### src/rtl/decoder_16_fifo_if.sv
// Handshake bundle for decoder_16_fifo: index push side, one-hot pop side and occupancy.
// DECODER_NULL_EN adds the in_null flag that marks an entry as "no line".
interface decoder_16_fifo_if #(
    parameter int DEPTH = 4
);
    logic                     in_valid;
    logic                     in_ready;
    logic [3:0]               in_index;
`ifdef DECODER_NULL_EN
    logic                     in_null;
`endif
    logic                     out_valid;
    logic                     out_ready;
    logic [15:0]              out_onehot;
    logic [$clog2(DEPTH):0]   count;

    modport master (
        output in_valid, in_index,
`ifdef DECODER_NULL_EN
        output in_null,
`endif
        output out_ready,
        input  in_ready, out_valid, out_onehot, count
    );

    modport slave (
        input  in_valid, in_index,
`ifdef DECODER_NULL_EN
        input  in_null,
`endif
        input  out_ready,
        output in_ready, out_valid, out_onehot, count
    );
endinterface

### src/rtl/decoder_16_fifo.sv
// Buffered 4-to-16 one-hot decoder: queues 4-bit indices, presents the head as a one-hot word.
// Latency: an index accepted on edge N is visible after edge N (no bypass); one push + one pop per cycle.
// Backpressure: in_ready = count < DEPTH, out_valid = count > 0, both from registered count only. Optional DECODER_NULL_EN.
module decoder_16_fifo #(
    parameter int DEPTH = 4
) (
    input  logic              clk,
    input  logic              reset,
    decoder_16_fifo_if.slave  bus
);
    localparam int AW = $clog2(DEPTH);
    localparam int CW = AW + 1;
`ifdef DECODER_NULL_EN
    localparam int EW = 5;
`else
    localparam int EW = 4;
`endif
    localparam logic [CW-1:0] FULL = CW'(DEPTH);

    logic [EW-1:0] mem [DEPTH];
    logic [AW-1:0] wr_ptr;
    logic [AW-1:0] rd_ptr;
    logic [CW-1:0] cnt;
    logic [EW-1:0] wr_entry;
    logic [EW-1:0] head;
    logic          push;
    logic          pop;

    assign bus.in_ready  = (cnt < FULL);
    assign bus.out_valid = (cnt != '0);
    assign bus.count     = cnt;

    assign push = bus.in_valid && bus.in_ready;
    assign pop  = bus.out_valid && bus.out_ready;

`ifdef DECODER_NULL_EN
    assign wr_entry = {bus.in_null, bus.in_index};
`else
    assign wr_entry = bus.in_index;
`endif

    always_ff @(posedge clk) begin
        if (reset) begin
            wr_ptr <= '0;
            rd_ptr <= '0;
            cnt    <= '0;
        end else begin
            if (push) wr_ptr <= wr_ptr + 1'b1;
            if (pop)  rd_ptr <= rd_ptr + 1'b1;
            case ({push, pop})
                2'b10:   cnt <= cnt + 1'b1;
                2'b01:   cnt <= cnt - 1'b1;
                default: cnt <= cnt;
            endcase
        end
    end

    // Storage is not reset; only pointers and count define what is valid.
    always_ff @(posedge clk) begin
        if (push && !reset) mem[wr_ptr] <= wr_entry;
    end

    always_comb begin
        head           = mem[rd_ptr];
        bus.out_onehot = 16'h0000;
        if (bus.out_valid) begin
`ifdef DECODER_NULL_EN
            if (!head[4]) bus.out_onehot = 16'h0001 << head[3:0];
`else
            bus.out_onehot = 16'h0001 << head;
`endif
        end
    end
endmodule

### src/flat_wrapper.sv
// flat-port wrapper written by rule: the top's interface ports become plain ports
module decoder_16_fifo_flat 
#(
    parameter int DEPTH = 4
)
  (clk, reset, bus_in_valid, bus_in_index, bus_out_ready, bus_in_ready, bus_out_valid, bus_out_onehot, bus_count);
  decoder_16_fifo_if #(.DEPTH(DEPTH)) bus_i ();
  input  logic clk;
  input  logic reset;
  input wire logic [$bits(bus_i.in_valid)-1:0] bus_in_valid;
  input wire logic [$bits(bus_i.in_index)-1:0] bus_in_index;
  input wire logic [$bits(bus_i.out_ready)-1:0] bus_out_ready;
  output wire logic [$bits(bus_i.in_ready)-1:0] bus_in_ready;
  output wire logic [$bits(bus_i.out_valid)-1:0] bus_out_valid;
  output wire logic [$bits(bus_i.out_onehot)-1:0] bus_out_onehot;
  output wire logic [$bits(bus_i.count)-1:0] bus_count;
  assign bus_i.in_valid = bus_in_valid;
  assign bus_i.in_index = bus_in_index;
  assign bus_i.out_ready = bus_out_ready;
  assign bus_in_ready = bus_i.in_ready;
  assign bus_out_valid = bus_i.out_valid;
  assign bus_out_onehot = bus_i.out_onehot;
  assign bus_count = bus_i.count;
  decoder_16_fifo #(.DEPTH(DEPTH)) u_core (.clk(clk), .reset(reset), .bus(bus_i));
endmodule
### config.mk
export PLATFORM = sky130hd
export DESIGN_NAME = decoder_16_fifo_flat
export DESIGN_NICKNAME = d
export VERILOG_FILES = /design/src/rtl/decoder_16_fifo_if.sv /design/src/rtl/decoder_16_fifo.sv /design/src/flat_wrapper.sv
export SDC_FILE = /design/constraint.sdc
export NUM_CORES = 1
export LEC_CHECK = 0
export ABC_AREA = 0
export BUFFER_PORTS_ARGS = -buffer_cell sky130_fd_sc_hd__buf_2
export CAP_MARGIN = 20
export CORE_UTILIZATION = 50
export CTS_CLUSTER_SIZE = 12
export DETAILED_ROUTE_END_ITERATION = 12
export PLACE_DENSITY_LB_ADDON = 0.1
export SLEW_MARGIN = 0
export SYNTH_ARGS = -nofsm -noshare
export SYNTH_HDL_FRONTEND = slang
export SYNTH_SLANG_ARGS = --single-unit
### constraint.sdc
create_clock -name clk -period 2.4 [get_ports clk]
set_input_delay 0.48 -clock clk [delete_from_list [all_inputs] [get_ports clk]]
set_output_delay 0.48 -clock clk [all_outputs]
set_load 0.02 [all_outputs]
==> flow_summary_export.csv <==
group,metric,value,unit
placement,io_buffers,28,
timing,skew,5.70,ps
synthesis,yosys-top-cells-area,"edfxtp_1 30%, dfxtp_1 11%, o32ai_1 7.7%",
floorplan,row_count,20,
timing,period_needed,2370,ps
synthesis,synth_nets,171,
setup_path,crit_path_start_kind,"register",
setup_path,criticalPathCategory,"register to output port",
clock_network,cts.sink_count,25,
status,status,"completed",
timing,worst_slew_pin_slew,534,ps
floorplan,die_h,58.4,um
clock_network,cts_max_path_buffers,2,
layout,diodes,0,
setup_path,cp_max_fo,4,
layout,fill_cells,273,
floorplan,ios,29,
timing,finalSetupViolCount,0,
clock_network,cts_buffers,3,
layout,area_growth,14.5,%
detailed_routing,vias_per_cell,6.17,
setup_path,reg2reg_slack,370,ps
synthesis,avgSynthCellArea,10.1,um2
synthesis,synth_seq_cells,25,
grt,grt_pass1_wl,5690,um
detailed_routing,final_antenna_net_count,0,
layout,final_cell_area,1820,um2
setup_path,critPathCaptureType,"output port",
floorplan,core-area,3030,um2
grt,grt_max_degree,35,
setup_path,path_cells,"or3b_1, a211o_1, o32ai_1, buf_2",
detailed_routing,vias,1407,
clock_network,clock_latency,300,ps
detailed_routing,drc,0,
timing,tns,0,ps
synthesis,synth_cell_types,47,
setup_path,cp.required,1920,ps
clock_network,cts_tree,"yes",
detailed_routing,first_iter_violations,185,
pwr,swShare,43.0,%
clock_network,cts_root_buffer,"clkbuf_4",
detailed_routing,drt-total-wl,3540,um
synthesis,synth_seq_area_share,41.6,%
synthesis,ys.flop_type,"edfxtp_1",
timing,maxSlewViolCount,0,
timing,max_freq,421,MHz
synthesis,synth_top_area_share,30.3,%
setup_path,reg2reg_depth,8,
layout,multi_input_area,843,um2
synthesis,yosysWarnings,0,
layout,nets,199,
worst_hold_path,hp-class,"input port to register",
layout,post-route-util,60.0,%
clock_network,clk_pin_slew,120,ps
detailed_routing,dr.pass1.iters,4,
worst_hold_path,min_from,"bus_in_index[2]",
layout,register_area,662,um2
synthesis,synth_top_area_cell,"edfxtp_1",
synthesis,synth_edf_count,16,
pwr,internal_power,0.000848,W
worst_hold_path,hold_depth,1,
grt,grt.overflow.total,0,
setup_path,crit_path_max_incr_delay,440,ps
synthesis,syn-cell-area,1590,um2
pwr,sequentialPowerShare,41.9,%
timing,fin_crit_sh,98.9,%
placement,routabilityCongestion,0.854,
detailed_routing,routedWlPerCell,15.5,um
pwr,irDropWorstVdd,539,uV
grt,antenna_found_initial,0,
floorplan,die-area,3400,um2
setup_path,critPathArrivalTime,1890,ps
synthesis,synthCells,157,
floorplan,initial_core_util,52.4,%
setup_path,crit_path_top_delay_cell,"edfxtp_1",
pwr,switching_power,0.000640,W
grt,grt.total_usage,22.2,%
flow_run,drv_cap,0,
timing,maxSlewHeadroom,64.0,%
grt,grt_pass1_vias,1188,
clock_network,h-tree-depth,1,
pwr,leakage,0.666,nW
timing,finalHoldViolCount,0,
placement,placed_area,1750,um2
floorplan,die_w,58.4,um
clock_network,postCtsHoldBufs,0,
layout,drive_above_1_share,23.9,%
pwr,combPwrFrac,46.1,%
placement,dpl.hpwl,2670,um
pwr,power.density,819,nW/um2
pwr,clock_power_share,12.0,%
synthesis,async_flop_share,0,%
setup_path,rr_startpoint,"u_core.bus.count[2]",
worst_hold_path,whs_endpoint,"u_core.mem[2][2]",
setup_path,r2r-end,"u_core.bus.count[2]",
-- state kept, by name, summed over array words and instances (netlist names), named ones only --
name,count
u_core.mem,16
u_core.wr_ptr,2
u_core.rd_ptr,2
u_core.bus.count,3
-- what timing repair did --
| action | 4_1_cts | 5_1_grt |
|---|---|---|
| setup buffers | 1 | 3 |
| gates resized for setup | 0 | 3 |
| setup endpoints to repair | 2 | 14 |
-- layout by cell type (no fill, tap or decap), types with 4 or more instances in the layout --
cell type	n
a21oi_1	4
a32oi_1	4
nand2b_1	5
o32a_1	4
buf_2	28
xor2_1	4
o32ai_1	13
ha_1	5
nor2_1	11
nor2b_1	5
buf_4	4
nand2_1	6
o22a_1	4
edfxtp_1	16
a32o_1	6
a22oi_1	4
dfxtp_1	8
inv_1	9
and2_1	4
-- worst max-delay path by stage --
stage / from / end
after floorplan: u_core.bus.count[0] / bus_out_onehot[0]
after global placement: u_core.mem[0][3] / bus_out_onehot[1]
after detailed placement: bus_in_valid / u_core.bus.count[2]
after CTS: register / bus_out_onehot[1]
after global routing: u_core.mem[0][3] / bus_out_onehot[3]
final: u_core.mem[0][3] / bus_out_onehot[3]
-- Yosys cell counts, types with 2 or more instances --
cell type  count
nand3_1        2
inv_1          9
nor2b_1        5
buf_2          3
nand2_1        6
a22oi_1        4
nor3_1         2
nor2_1        11
ha_1           5
and2_1         4
xor2_1         4
o32a_1         4
o21ai_0        3
nand2b_1       5
a22o_1         2
a21oi_1        4
edfxtp_1      16
a32oi_1        4
a32o_1         6
o22ai_1        2
clkbuf_1       3
nor3b_1        3
o32ai_1       14
o22a_1         4
dfxtp_1        9
nand3b_1       2
-- layer usage --
| layer | part of all wire, % | vias to the layer above | track usage (%) |
|---|---|---|---|
| met5 | 0 | - | 0 |
| met2 | 47 | 65 | 33.3 |
| li1 | - | 673 | - |
| met1 | 45 | 658 | 32.8 |
| met3 | 6.4 | 11 | 2.86 |
| met4 | 2.5 | 0 | 8.50 |
-- final cells by class --
type | instances | share of cell area [%]
clock inverter | 1 | 0.413
multi-input combinational | 112 | 46.4
clock buffer | 3 | 1.24
inverter | 10 | 2.06
tap | 44 | 3.03
timing repair buffer | 33 | 10.5
sequential | 25 | 36.4
-- critical path: cells and delay by family (launching register included) --
family / cells / cell delay (ps)
AOI/OAI and AO/OA: 2 / 570
DFF: 1 / 440
and+or+nand+nor: 1 / 360
buffers and inverters: 1 / 230
-- per-stage QoR --
stage / cells / power [W] / hold WS (ps) / setup slack (ps)
floorplan: 157 / 0.00113 / 469 / 316
global placement: 220 / 0.00127 / 492 / 319
detailed placement: 220 / 0.00129 / 514 / 274
CTS: 225 / 0.00148 / 379 / 12.4
global route: 228 / 0.00160 / 379 / -17.5
finish: 228 / 0.00149 / 392 / 27.3
-- power groups by stage --
| stage | clock network [W] | registers (W) | logic (W) |
|---|---|---|---|
| 2_1_floorplan | 0 | 0.000630 | 0.000499 |
| 3_3_place_gp | 0 | 0.000631 | 0.000641 |
| 3_5_place_dp | 0 | 0.000635 | 0.000659 |
| 4_1_cts | 0.000186 | 0.000623 | 0.000667 |
| 5_1_grt | 0.000199 | 0.000639 | 0.000757 |
| 6_report | 0.000179 | 0.000623 | 0.000686 |
-- kinds of logic (layout without fill, tap and decap cells) --
group | after synthesis | count (layout) | share of synthesized area (%)
buf+inv | 20 | 47 | 5.75
compound gates | 55 | 55 | 28.6
flops | 25 | 25 | 41.6
xor+xnor | 5 | 5 | 2.76
fa+ha+maj | 6 | 6 | 5.20
simple gates | 46 | 46 | 16.1
(Power assumes the default switching activity.)
